**src/rtl/timebase_gen_if.sv**
```systemverilog
// Bundle of the run-control keys and timebase outputs for timebase_gen.
// The master side belongs to the key logic and display/counter consumers.
// The slave side belongs to the timebase generator itself.
interface timebase_gen_if #(
   parameter int SEC_W = 12
);

   logic             START;
   logic             STOP;
   logic             CLEAR;
   logic             SET_PUSH;
   logic             ONE_SEC_PULSE;
   logic             HALF_SEC_PULSE;
   logic             BLINK;
   logic             DEBOUNCE_PULSE;
   logic             RUNNING;
   logic [SEC_W-1:0] ELAPSED;

   modport master (
      output START,
      output STOP,
      output CLEAR,
      output SET_PUSH,
      input  ONE_SEC_PULSE,
      input  HALF_SEC_PULSE,
      input  BLINK,
      input  DEBOUNCE_PULSE,
      input  RUNNING,
      input  ELAPSED
   );

   modport slave (
      input  START,
      input  STOP,
      input  CLEAR,
      input  SET_PUSH,
      output ONE_SEC_PULSE,
      output HALF_SEC_PULSE,
      output BLINK,
      output DEBOUNCE_PULSE,
      output RUNNING,
      output ELAPSED
   );

endinterface

```
**src/rtl/timebase_gen.sv**
```systemverilog
// Kitchen timer timebase generator.
// Three prescalers run from CLK:
//   - A run-controlled second divider that drives ONE_SEC_PULSE and ELAPSED.
//   - A free-running half-second divider that drives HALF_SEC_PULSE and the BLINK phase.
//   - A free-running debounce strobe divider.
// An IDLE/RUN/PAUSE state machine gates the second divider. Pausing keeps the partial second.
// Every output is taken straight from a flop, so there is no combinational input-to-output path.
module timebase_gen #(
   parameter int SEC_DIV  = 244141,
   parameter int HALF_DIV = 122070,
   parameter int DEB_DIV  = 8192,
   parameter int SEC_W    = 12
) (
   input  logic           CLK,
   input  logic           RES_X,
   timebase_gen_if.slave  bus
);

   localparam int SEC_CW  = $clog2(SEC_DIV);
   localparam int HALF_CW = $clog2(HALF_DIV);
   localparam int DEB_CW  = $clog2(DEB_DIV);

   localparam logic [SEC_CW-1:0]  SEC_MAX  = SEC_CW'(SEC_DIV - 1);
   localparam logic [HALF_CW-1:0] HALF_MAX = HALF_CW'(HALF_DIV - 1);
   localparam logic [DEB_CW-1:0]  DEB_MAX  = DEB_CW'(DEB_DIV - 1);

   typedef enum logic [1:0] {
      IDLE  = 2'd0,
      RUN   = 2'd1,
      PAUSE = 2'd2
   } state_t;

   state_t              state;
   state_t              next_state;
   logic [SEC_CW-1:0]   sec_cnt;
   logic [SEC_CW-1:0]   sec_next;
   logic [SEC_W-1:0]    elapsed_q;
   logic [SEC_W-1:0]    elapsed_next;
   logic                sec_wrap;
   logic                one_sec_q;
   logic                running_q;

   logic [HALF_CW-1:0]  half_cnt;
   logic                half_pulse_q;
   logic                blink_q;

   logic [DEB_CW-1:0]   deb_cnt;
   logic                deb_pulse_q;

   // Run-control decisions. CLEAR beats STOP, and STOP beats START.
   // A second that wraps on the same edge that STOP is seen still completes.
   always_comb begin
      next_state   = state;
      sec_next     = sec_cnt;
      elapsed_next = elapsed_q;
      sec_wrap     = 1'b0;
      if (bus.CLEAR) begin
         next_state   = IDLE;
         sec_next     = '0;
         elapsed_next = '0;
      end else begin
         unique case (state)
            IDLE: begin
               if (bus.START && !bus.STOP) begin
                  next_state = RUN;
                  sec_next   = '0;
               end
            end
            RUN: begin
               if (sec_cnt == SEC_MAX) begin
                  sec_next     = '0;
                  sec_wrap     = 1'b1;
                  elapsed_next = elapsed_q + SEC_W'(1);
               end else if (!bus.STOP) begin
                  sec_next = sec_cnt + SEC_CW'(1);
               end
               if (bus.STOP) begin
                  next_state = PAUSE;
               end
            end
            PAUSE: begin
               if (bus.START && !bus.STOP) begin
                  next_state = RUN;
               end
            end
            default: begin
               next_state = IDLE;
               sec_next   = '0;
            end
         endcase
      end
   end

   // Run-control state, second prescaler, elapsed count and their registered outputs.
   always_ff @(posedge CLK or negedge RES_X) begin
      if (!RES_X) begin
         state     <= IDLE;
         sec_cnt   <= '0;
         elapsed_q <= '0;
         one_sec_q <= 1'b0;
         running_q <= 1'b0;
      end else begin
         state     <= next_state;
         sec_cnt   <= sec_next;
         elapsed_q <= elapsed_next;
         one_sec_q <= sec_wrap;
         running_q <= (next_state == RUN);
      end
   end

   // Half-second divider and blink phase. A set key restarts the phase with the digits lit.
   always_ff @(posedge CLK or negedge RES_X) begin
      if (!RES_X) begin
         half_cnt     <= '0;
         half_pulse_q <= 1'b0;
         blink_q      <= 1'b1;
      end else if (bus.SET_PUSH) begin
         half_cnt     <= '0;
         half_pulse_q <= 1'b0;
         blink_q      <= 1'b1;
      end else if (half_cnt == HALF_MAX) begin
         half_cnt     <= '0;
         half_pulse_q <= 1'b1;
         blink_q      <= ~blink_q;
      end else begin
         half_cnt     <= half_cnt + HALF_CW'(1);
         half_pulse_q <= 1'b0;
      end
   end

   // Free-running debounce sample strobe. It ignores every control input.
   always_ff @(posedge CLK or negedge RES_X) begin
      if (!RES_X) begin
         deb_cnt     <= '0;
         deb_pulse_q <= 1'b0;
      end else if (deb_cnt == DEB_MAX) begin
         deb_cnt     <= '0;
         deb_pulse_q <= 1'b1;
      end else begin
         deb_cnt     <= deb_cnt + DEB_CW'(1);
         deb_pulse_q <= 1'b0;
      end
   end

   assign bus.ONE_SEC_PULSE  = one_sec_q;
   assign bus.HALF_SEC_PULSE = half_pulse_q;
   assign bus.BLINK          = blink_q;
   assign bus.DEBOUNCE_PULSE = deb_pulse_q;
   assign bus.RUNNING        = running_q;
   assign bus.ELAPSED        = elapsed_q;

endmodule

```
**src/flat_wrapper.sv**
```systemverilog
// flat-port wrapper written by rule: the top's interface ports become plain ports
module timebase_gen_flat 
#(
   parameter int SEC_DIV  = 244141,
   parameter int HALF_DIV = 122070,
   parameter int DEB_DIV  = 8192,
   parameter int SEC_W    = 12
)
  (CLK, RES_X, bus_START, bus_STOP, bus_CLEAR, bus_SET_PUSH, bus_ONE_SEC_PULSE, bus_HALF_SEC_PULSE, bus_BLINK, bus_DEBOUNCE_PULSE, bus_RUNNING, bus_ELAPSED);
  timebase_gen_if #(.SEC_W(SEC_W)) bus_i ();
  input  logic CLK;
  input  logic RES_X;
  input wire logic [$bits(bus_i.START)-1:0] bus_START;
  input wire logic [$bits(bus_i.STOP)-1:0] bus_STOP;
  input wire logic [$bits(bus_i.CLEAR)-1:0] bus_CLEAR;
  input wire logic [$bits(bus_i.SET_PUSH)-1:0] bus_SET_PUSH;
  output wire logic [$bits(bus_i.ONE_SEC_PULSE)-1:0] bus_ONE_SEC_PULSE;
  output wire logic [$bits(bus_i.HALF_SEC_PULSE)-1:0] bus_HALF_SEC_PULSE;
  output wire logic [$bits(bus_i.BLINK)-1:0] bus_BLINK;
  output wire logic [$bits(bus_i.DEBOUNCE_PULSE)-1:0] bus_DEBOUNCE_PULSE;
  output wire logic [$bits(bus_i.RUNNING)-1:0] bus_RUNNING;
  output wire logic [$bits(bus_i.ELAPSED)-1:0] bus_ELAPSED;
  assign bus_i.START = bus_START;
  assign bus_i.STOP = bus_STOP;
  assign bus_i.CLEAR = bus_CLEAR;
  assign bus_i.SET_PUSH = bus_SET_PUSH;
  assign bus_ONE_SEC_PULSE = bus_i.ONE_SEC_PULSE;
  assign bus_HALF_SEC_PULSE = bus_i.HALF_SEC_PULSE;
  assign bus_BLINK = bus_i.BLINK;
  assign bus_DEBOUNCE_PULSE = bus_i.DEBOUNCE_PULSE;
  assign bus_RUNNING = bus_i.RUNNING;
  assign bus_ELAPSED = bus_i.ELAPSED;
  timebase_gen #(.SEC_DIV(SEC_DIV), .HALF_DIV(HALF_DIV), .DEB_DIV(DEB_DIV), .SEC_W(SEC_W)) u_core (.CLK(CLK), .RES_X(RES_X), .bus(bus_i));
endmodule
```
**config.mk**
```make
export PLATFORM = sky130hd
export DESIGN_NAME = timebase_gen_flat
export DESIGN_NICKNAME = d
export VERILOG_FILES = /design/src/rtl/timebase_gen_if.sv /design/src/rtl/timebase_gen.sv /design/src/flat_wrapper.sv
export SDC_FILE = /design/constraint.sdc
export NUM_CORES = 1
export LEC_CHECK = 0
export BUFFER_PORTS_ARGS = -buffer_cell sky130_fd_sc_hd__buf_2
export CAP_MARGIN = 20
export CORE_UTILIZATION = 50
export CTS_BUF_LIST = sky130_fd_sc_hd__clkbuf_8
export DETAILED_ROUTE_END_ITERATION = 10
export PLACE_DENSITY = 0.68
export SLEW_MARGIN = 20
export SYNTH_ARGS = -nofsm -noshare
export SYNTH_HDL_FRONTEND = slang
export SYNTH_SLANG_ARGS = --single-unit
```
**constraint.sdc**
```tcl
create_clock -name CLK -period 2.35 [get_ports CLK]
set_input_delay 0.3525 -clock CLK [delete_from_list [all_inputs] [get_ports CLK]]
set_output_delay 0.3525 -clock CLK [all_outputs]
set_load 0.02 [all_outputs]
```
==> run summary, run 1 <==
Status - finished, violations left
Failing checks - DRC, hold timing
Sequence of cells on the critical path - nor3b_1 -> or3_1 -> o311ai_4 -> buf_4 -> or3_1 -> a21oi_1
Maxcap violations - 0
Port bufs - 22
Syn Area/Cell - 9.966 sq um
Worst-Margin Slew - 603.6 ps
First-pass GRT wire length - 11.91 mm
Final setup violation count - 0
Routed WL - 6.810 mm
Combinational share of power - 5.3%
Die area - 0.007192 sq mm
Crit path to - u_core.sec_cnt[6]$_DFFE_PN0P_
Syn Nets - 356
Leakage power - 1.694 nW
# IOs - 23
Power share of the clock group - 41.0%
RR Startpoint - u_core.state[1]$_DFF_PN0_
RSZ-0062 raised after global routing - false
Via-per-instance ratio - 5.847
Die X - 84.81 um
Die Span Y - 84.81 um
Share of cells above drive strength 1 - 16.84%
Non-Filler Instances - 457
Power density cells - 559.1 mW/mm^2
Number of synthesized flops with an enable pin - 0
Vias in the first global route - 2555
Starting Density - 52.78%
Placed wire-length estimate - 4.618 mm
CTS Root Cell - clkbuf_8
# nets final - 387
Clk_lat worst skew - 340 ps
Internal power - 1.615 mW
Switching power of the nets - 0.5592 mW
Synth unique cells - 48
Total GRT Usage - 20.93%
Synth Flop Type - dfrtp_1
Critical register-to-register path endpoint - u_core.sec_cnt[6]$_DFFE_PN0P_
Setup TNS - 0 ps
Synth warn - 0
VDD IR-drop max - 0.2333 mV
Drc violations - 3
H-tree depth - 3
Initial antenna violation count - 0
Commonest cells after routing, fill and taps aside - dfrtp_1 (66), nor2_1 (43), nand2_1 (26)
Clk sinks - 67
Row cnt - 29
Drt wl/cell - 14.90 um
Hold Crit Class - input pin to asynchronous set/reset pin
Worst path slowest cell - dfrtp_1
Post-route ant nets - 0
Reg2Reg Depth - 6
Buffer and inverter count on the worst path - 1
Async SR Flop Fraction - 100.0%
Hold Vio Cnt, Final - 5
Drt first-iter violations - 152
Inserted Diodes - 0
Worst Path Arrival - 2340 ps
Most frequent CP cell - or3_1
Net Sw Frac - 25.72%
Critical path class - flip-flop to flip-flop
Vias post-DR - 2672
Longest Clk Path Bufs - 2
Syn Inst Count - 344
Max_slew headroom - 59.67%
Fin Hold WS - -6.059 ps
CTS tree - yes
Postcts setup bufs - 0
Seq cells post-synth - 67
Placed insts - 441
Sequential area share after synthesis - 48.94%
Max FO, Critical Path - 14
Post-Syn Area - 0.003428 sq mm
Critical path depth in cells - 6
Core area - 0.006495 sq mm
Slowest stage delay, CP - 440 ps
Crit. End Element - flip-flop
Fin crit share - 88.55%
Fmax - 0.4805 GHz
Clock transition at path regs - 80 ps
Gpl congestion - 0.8587
CP Data Required Time - 2610 ps
Slew Viols, Final - 0
Reg power frac - 53.7%
Crit start category - flip-flop
Minimum clock period - 2081 ps
Setup Skew - 12.28 ps
Cts bufs inserted - 9
CP Launch Point - u_core.state[1]$_DFF_PN0_
Largest net degree at the start of global routing - 68
Commonest non-fill, non-tap cell in the layout - dfrtp_1
R2r setup slk - 270 ps
Overflow after GRT - 0
Family with the most delay on the worst path - simple AND/OR/NAND/NOR gates
DRT Pass-1 Iters - 7
P&R area growth vs syn - 13.43%
[power groups by stage]
stage               combinational [mW]  sequential [mW]  clock, mW
floorplan                       0.0575             1.19          0
global placement                 0.113             1.19          0
detailed placement               0.114             1.19          0
CTS                              0.115             1.17      0.915
global route                     0.133             1.17      0.967
finish                           0.116             1.17      0.891
[cell usage after synthesis, types with 2 or more instances]
library cell	count	share of area (%)
dfrtp_1	66	48
nor2_1	43	4.7
nand2_1	26	2.8
nand3_1	22	3.2
xor2_1	22	5.6
xnor2_1	15	3.8
nand4_1	12	2.2
a21oi_1	11	1.6
clkbuf_1	11	1.2
o21ai_0	11	1.6
or3_1	9	1.6
and4_1	8	2.0
and3_1	7	1.3
inv_1	7	0.77
ha_1	6	2.2
nand2b_1	6	1.1
nor4_2	6	2.2
nor3_1	5	0.73
o31ai_1	5	1.1
nor4_1	4	0.73
a22o_1	3	0.77
buf_2	3	0.44
mux2i_1	3	0.88
or4_1	3	0.66
a2111oi_0	2	0.51
a2bb2oi_1	2	0.51
and2_1	2	0.36
nand4b_1	2	0.51
nor2b_1	2	0.36
nor3b_1	2	0.44
[flip-flops by register name (all words and copies together) (netlist names)]
signal                     flops
u_core.bus.RUNNING             1
u_core.deb_cnt                13
u_core.bus.ONE_SEC_PULSE       1
u_core.bus.HALF_SEC_PULSE      1
u_core.state                   2
u_core.sec_cnt                18
u_core.bus.BLINK               1
u_core.bus.DEBOUNCE_PULSE      1
u_core.half_cnt               17
u_core.bus.ELAPSED            12
[worst min-delay path by stage]
| stage | slack [ps] | end |
|---|---|---|
| finish | -6 | u_core.half_cnt[4]$_DFF_PN0_ |
| global route | 30 | u_core.half_cnt[3]$_DFF_PN0_ |
| CTS | 20 | u_core.half_cnt[3]$_DFF_PN0_ |
| detailed placement | 400 | u_core.half_cnt[4]$_DFF_PN0_ |
| global placement | 400 | u_core.half_cnt[3]$_DFF_PN0_ |
| floorplan | 60 | u_core.bus.DEBOUNCE_PULSE$_DFF_PN0_ |
[layout make-up]
class                           count  area (sq um)
Clock buffer                       10         137.6
Clock inverter                      6         47.55
Timing Repair Buffer               35         220.2
Inverter                            7         26.28
Fill cell                         548          2606
Multi-Input combinational cell    255          1683
Tap cell                           77         96.34
Sequential cell                    67          1678
[metrics by stage]
stage	hold WS, ps	worst slack, ps	cell area [sq um]	power, mW	util (%)
after floorplan	56.91	425.4	3428	1.247	-
after global placement	399.5	245.6	3685	1.303	56.73
after detailed placement	400.1	154.0	3685	1.305	56.73
after CTS	21.01	170.0	3870	2.197	59.58
after global routing	31.45	114.5	3889	2.269	59.87
final	-6.059	269.0	3889	2.174	59.87
[cells by family after synthesis]
group / synth area share (%)
xor+xnor: 9.453
mux: 1.204
buf+inv: 2.737
fa+ha+maj: 2.190
compound gates: 8.577
flops: 48.94
simple gates: 26.90
[per-layer routing]
layer	share of wire (%)	GRT usage, %	routed length (um)	vias up
met2	48	32.59	3237	63
met4	1.4	7.088	97	0
li1	-	-	-	1299
met1	47	29.16	3198	1299
met3	4.1	4.523	276	11
met5	0	0	0	-
[what timing repair did]
item,4_1_cts,5_1_grt
resized for setup,0,2
endpoints found under the setup margin,0,9
hold buffers,0,0
No activity file was read; power rests on OpenSTA's default activity.
==> run 2: changes to the inputs <==
--- a/config.mk
+++ b/config.mk
@@ -5,7 +5,7 @@
 export SDC_FILE = /design/constraint.sdc
 export NUM_CORES = 1
 export LEC_CHECK = 0
-export BUFFER_PORTS_ARGS = -buffer_cell sky130_fd_sc_hd__buf_2
+export BUFFER_PORTS_ARGS = -buffer_cell sky130_fd_sc_hd__clkbuf_2
 export CAP_MARGIN = 20
 export CORE_UTILIZATION = 50
 export CTS_BUF_LIST = sky130_fd_sc_hd__clkbuf_8
==> run 2 against run 1 <==
Net effect: the run ends with DRC left; combinational power is essentially flat; sequential power barely moved; routed wire length is 5.4% lower; critical endpoint unchanged; highest routed layer unchanged.
==> run summary, run 2 (synthesis gave the netlist of run 1 again) <==
Status - finished, violations left
Failing checks - DRC
Hold-fix buffer count after cts - 0
Starting Density - 52.78%
Worst-Margin Slew - 642.1 ps
Largest net degree at the start of global routing - 68
Area of the multi-input gates - 0.001674 sq mm
Longest Clk Path Bufs - 2
DRT met1 WL - 3.175 mm
Drc violations - 3
Critical path class - flip-flop to flip-flop
Crit. End Element - flip-flop
Die area - 0.007192 sq mm
Setup Skew - 11.09 ps
Top reg by flops - u_core.sec_cnt
Fin area - 0.003872 sq mm
Die X - 84.81 um
R2r setup slk - 210 ps
Cts bufs inserted - 9
Commonest cells after routing, fill and taps aside - dfrtp_1 (66), nor2_1 (43), nand2_1 (26)
Hold Crit Class - input pin to asynchronous set/reset pin
Share of cells above drive strength 1 - 15.96%
Vias post-DR - 2583
Crit start category - flip-flop
Initial antenna violation count - 0
CTS Root Cell - clkbuf_8
# IOs - 23
Biggest regs - u_core.sec_cnt: 18 flops, u_core.half_cnt: 17 flops, u_core.deb_cnt: 13 flops
Highest metal used - met4
Buffer and inverter count on the worst path - 2
Max_slew headroom - 57.19%
Postcts setup bufs - 0
Worst path slowest cell - nor4_2
Final setup violation count - 0
Overflow after GRT - 0
Family with the most delay on the worst path - simple AND/OR/NAND/NOR gates
# nets final - 383
CP Data Required Time - 2610 ps
Routed WL - 6.440 mm
Met3 WL - 175 um
Clock transition at path regs - 80 ps
Clk_lat worst skew - 350 ps
Port bufs - 22
Slew Viols, Final - 0
P&R area growth vs syn - 12.96%
Critical register-to-register path endpoint - u_core.sec_cnt[6]$_DFFE_PN0P_
Placed wire-length estimate - 4.382 mm
Core area - 0.006495 sq mm
Max FO, Critical Path - 14
Inserted Diodes - 0
Commonest non-fill, non-tap cell in the layout - dfrtp_1
Clk sinks - 67
DRT Pass-1 Iters - 9
RR Startpoint - u_core.sec_cnt[1]$_DFFE_PN0P_
Fmax - 0.4676 GHz
H-tree depth - 3
Sequence of cells on the critical path - inv_1 -> ha_1 -> nand2_1 -> nor4_2 -> o311ai_4 -> buf_4 -> or3_1 -> a21oi_1
Slowest stage delay, CP - 420 ps
Drt first-iter violations - 141
RSZ-0062 raised after global routing - false
Power density cells - 587.6 mW/mm^2
Drt wl/cell - 14.22 um
Area post-placement - 0.003655 sq mm
Row cnt - 29
Fin Hold WS - 6.244 ps
Worst Path Arrival - 2400 ps
CTS tree - yes
Gpl congestion - 0.8190
VDD IR-drop max - 0.3317 mV
Max FFs per register - 18
First-pass GRT wire length - 11.16 mm
Seq. cell area - 0.001678 sq mm
Post-route ant nets - 0
Fin util - 59.62%
Die Span Y - 84.81 um
Via-per-instance ratio - 5.702
Reg2Reg Depth - 8
Setup TNS - 0 ps
Fin crit share - 91.00%
Vias in the first global route - 2423
Maxcap violations - 0
Leakage power - 1.674 nW
Minimum clock period - 2139 ps
Total GRT Usage - 19.78%
Fill cells - 551
DR WL met2 - 2.950 mm
Hold Vio Cnt, Final - 0
[run 2: area by class of cell]
class | count | share of cell area (%)
flip-flops and latches | 67 | 43.33
clock buffers | 10 | 3.554
multi-input cells | 255 | 43.23
inverters | 7 | 0.6785
clock inverters | 6 | 1.809
well taps | 77 | 2.488
repair buffers | 31 | 4.911
[run 2: per-layer routing]
metal / GRT usage (%) / up-vias
li1: - / 1288
met2: 30.08 / 41
met4: 10.17 / 0
met3: 3.835 / 11
met1: 27.03 / 1243
met5: 0 / -
[run 2: repair_timing]
action	in CTS	in global routing
gates resized for setup	0	1
endpoints found under the hold margin	0	0
endpoints found under the setup margin	0	4
[run 2: worst max path at each step]
stage                                  startpoint  slack [ps]                                  to  depth (start not counted)
global route        u_core.sec_cnt[1]$_DFFE_PN0P_          40       u_core.sec_cnt[6]$_DFFE_PN0P_                          8
CTS                 u_core.sec_cnt[1]$_DFFE_PN0P_         150       u_core.sec_cnt[6]$_DFFE_PN0P_                          8
detailed placement  u_core.sec_cnt[1]$_DFFE_PN0P_         180       u_core.sec_cnt[6]$_DFFE_PN0P_                          8
finish              u_core.sec_cnt[1]$_DFFE_PN0P_         210       u_core.sec_cnt[6]$_DFFE_PN0P_                          8
floorplan           u_core.sec_cnt[0]$_DFFE_PN0P_         430  u_core.bus.ELAPSED[10]$_DFFE_PN0P_                          8
global placement                         bus_STOP         260       u_core.sec_cnt[7]$_DFFE_PN0P_                          7
[run 2: stage by stage]
| step | worst slack, ps | power (mW) | cells |
|---|---|---|---|
| CTS | 153.5 | 2.306 | 453 |
| floorplan | 425.4 | 1.247 | 344 |
| finish | 211.4 | 2.276 | 453 |
| global route | 36.92 | 2.371 | 453 |
| detailed placement | 184.9 | 1.304 | 437 |
| global placement | 259.0 | 1.302 | 437 |
[run 2: report_power, final]
group / internal [mW] / leakage, nW / switching, mW
registers: 1.16 / 0.914 / 0.00766
logic: 0.0359 / 0.652 / 0.0796
clock network: 0.530 / 0.108 / 0.463
total: 1.73 / 1.67 / 0.550
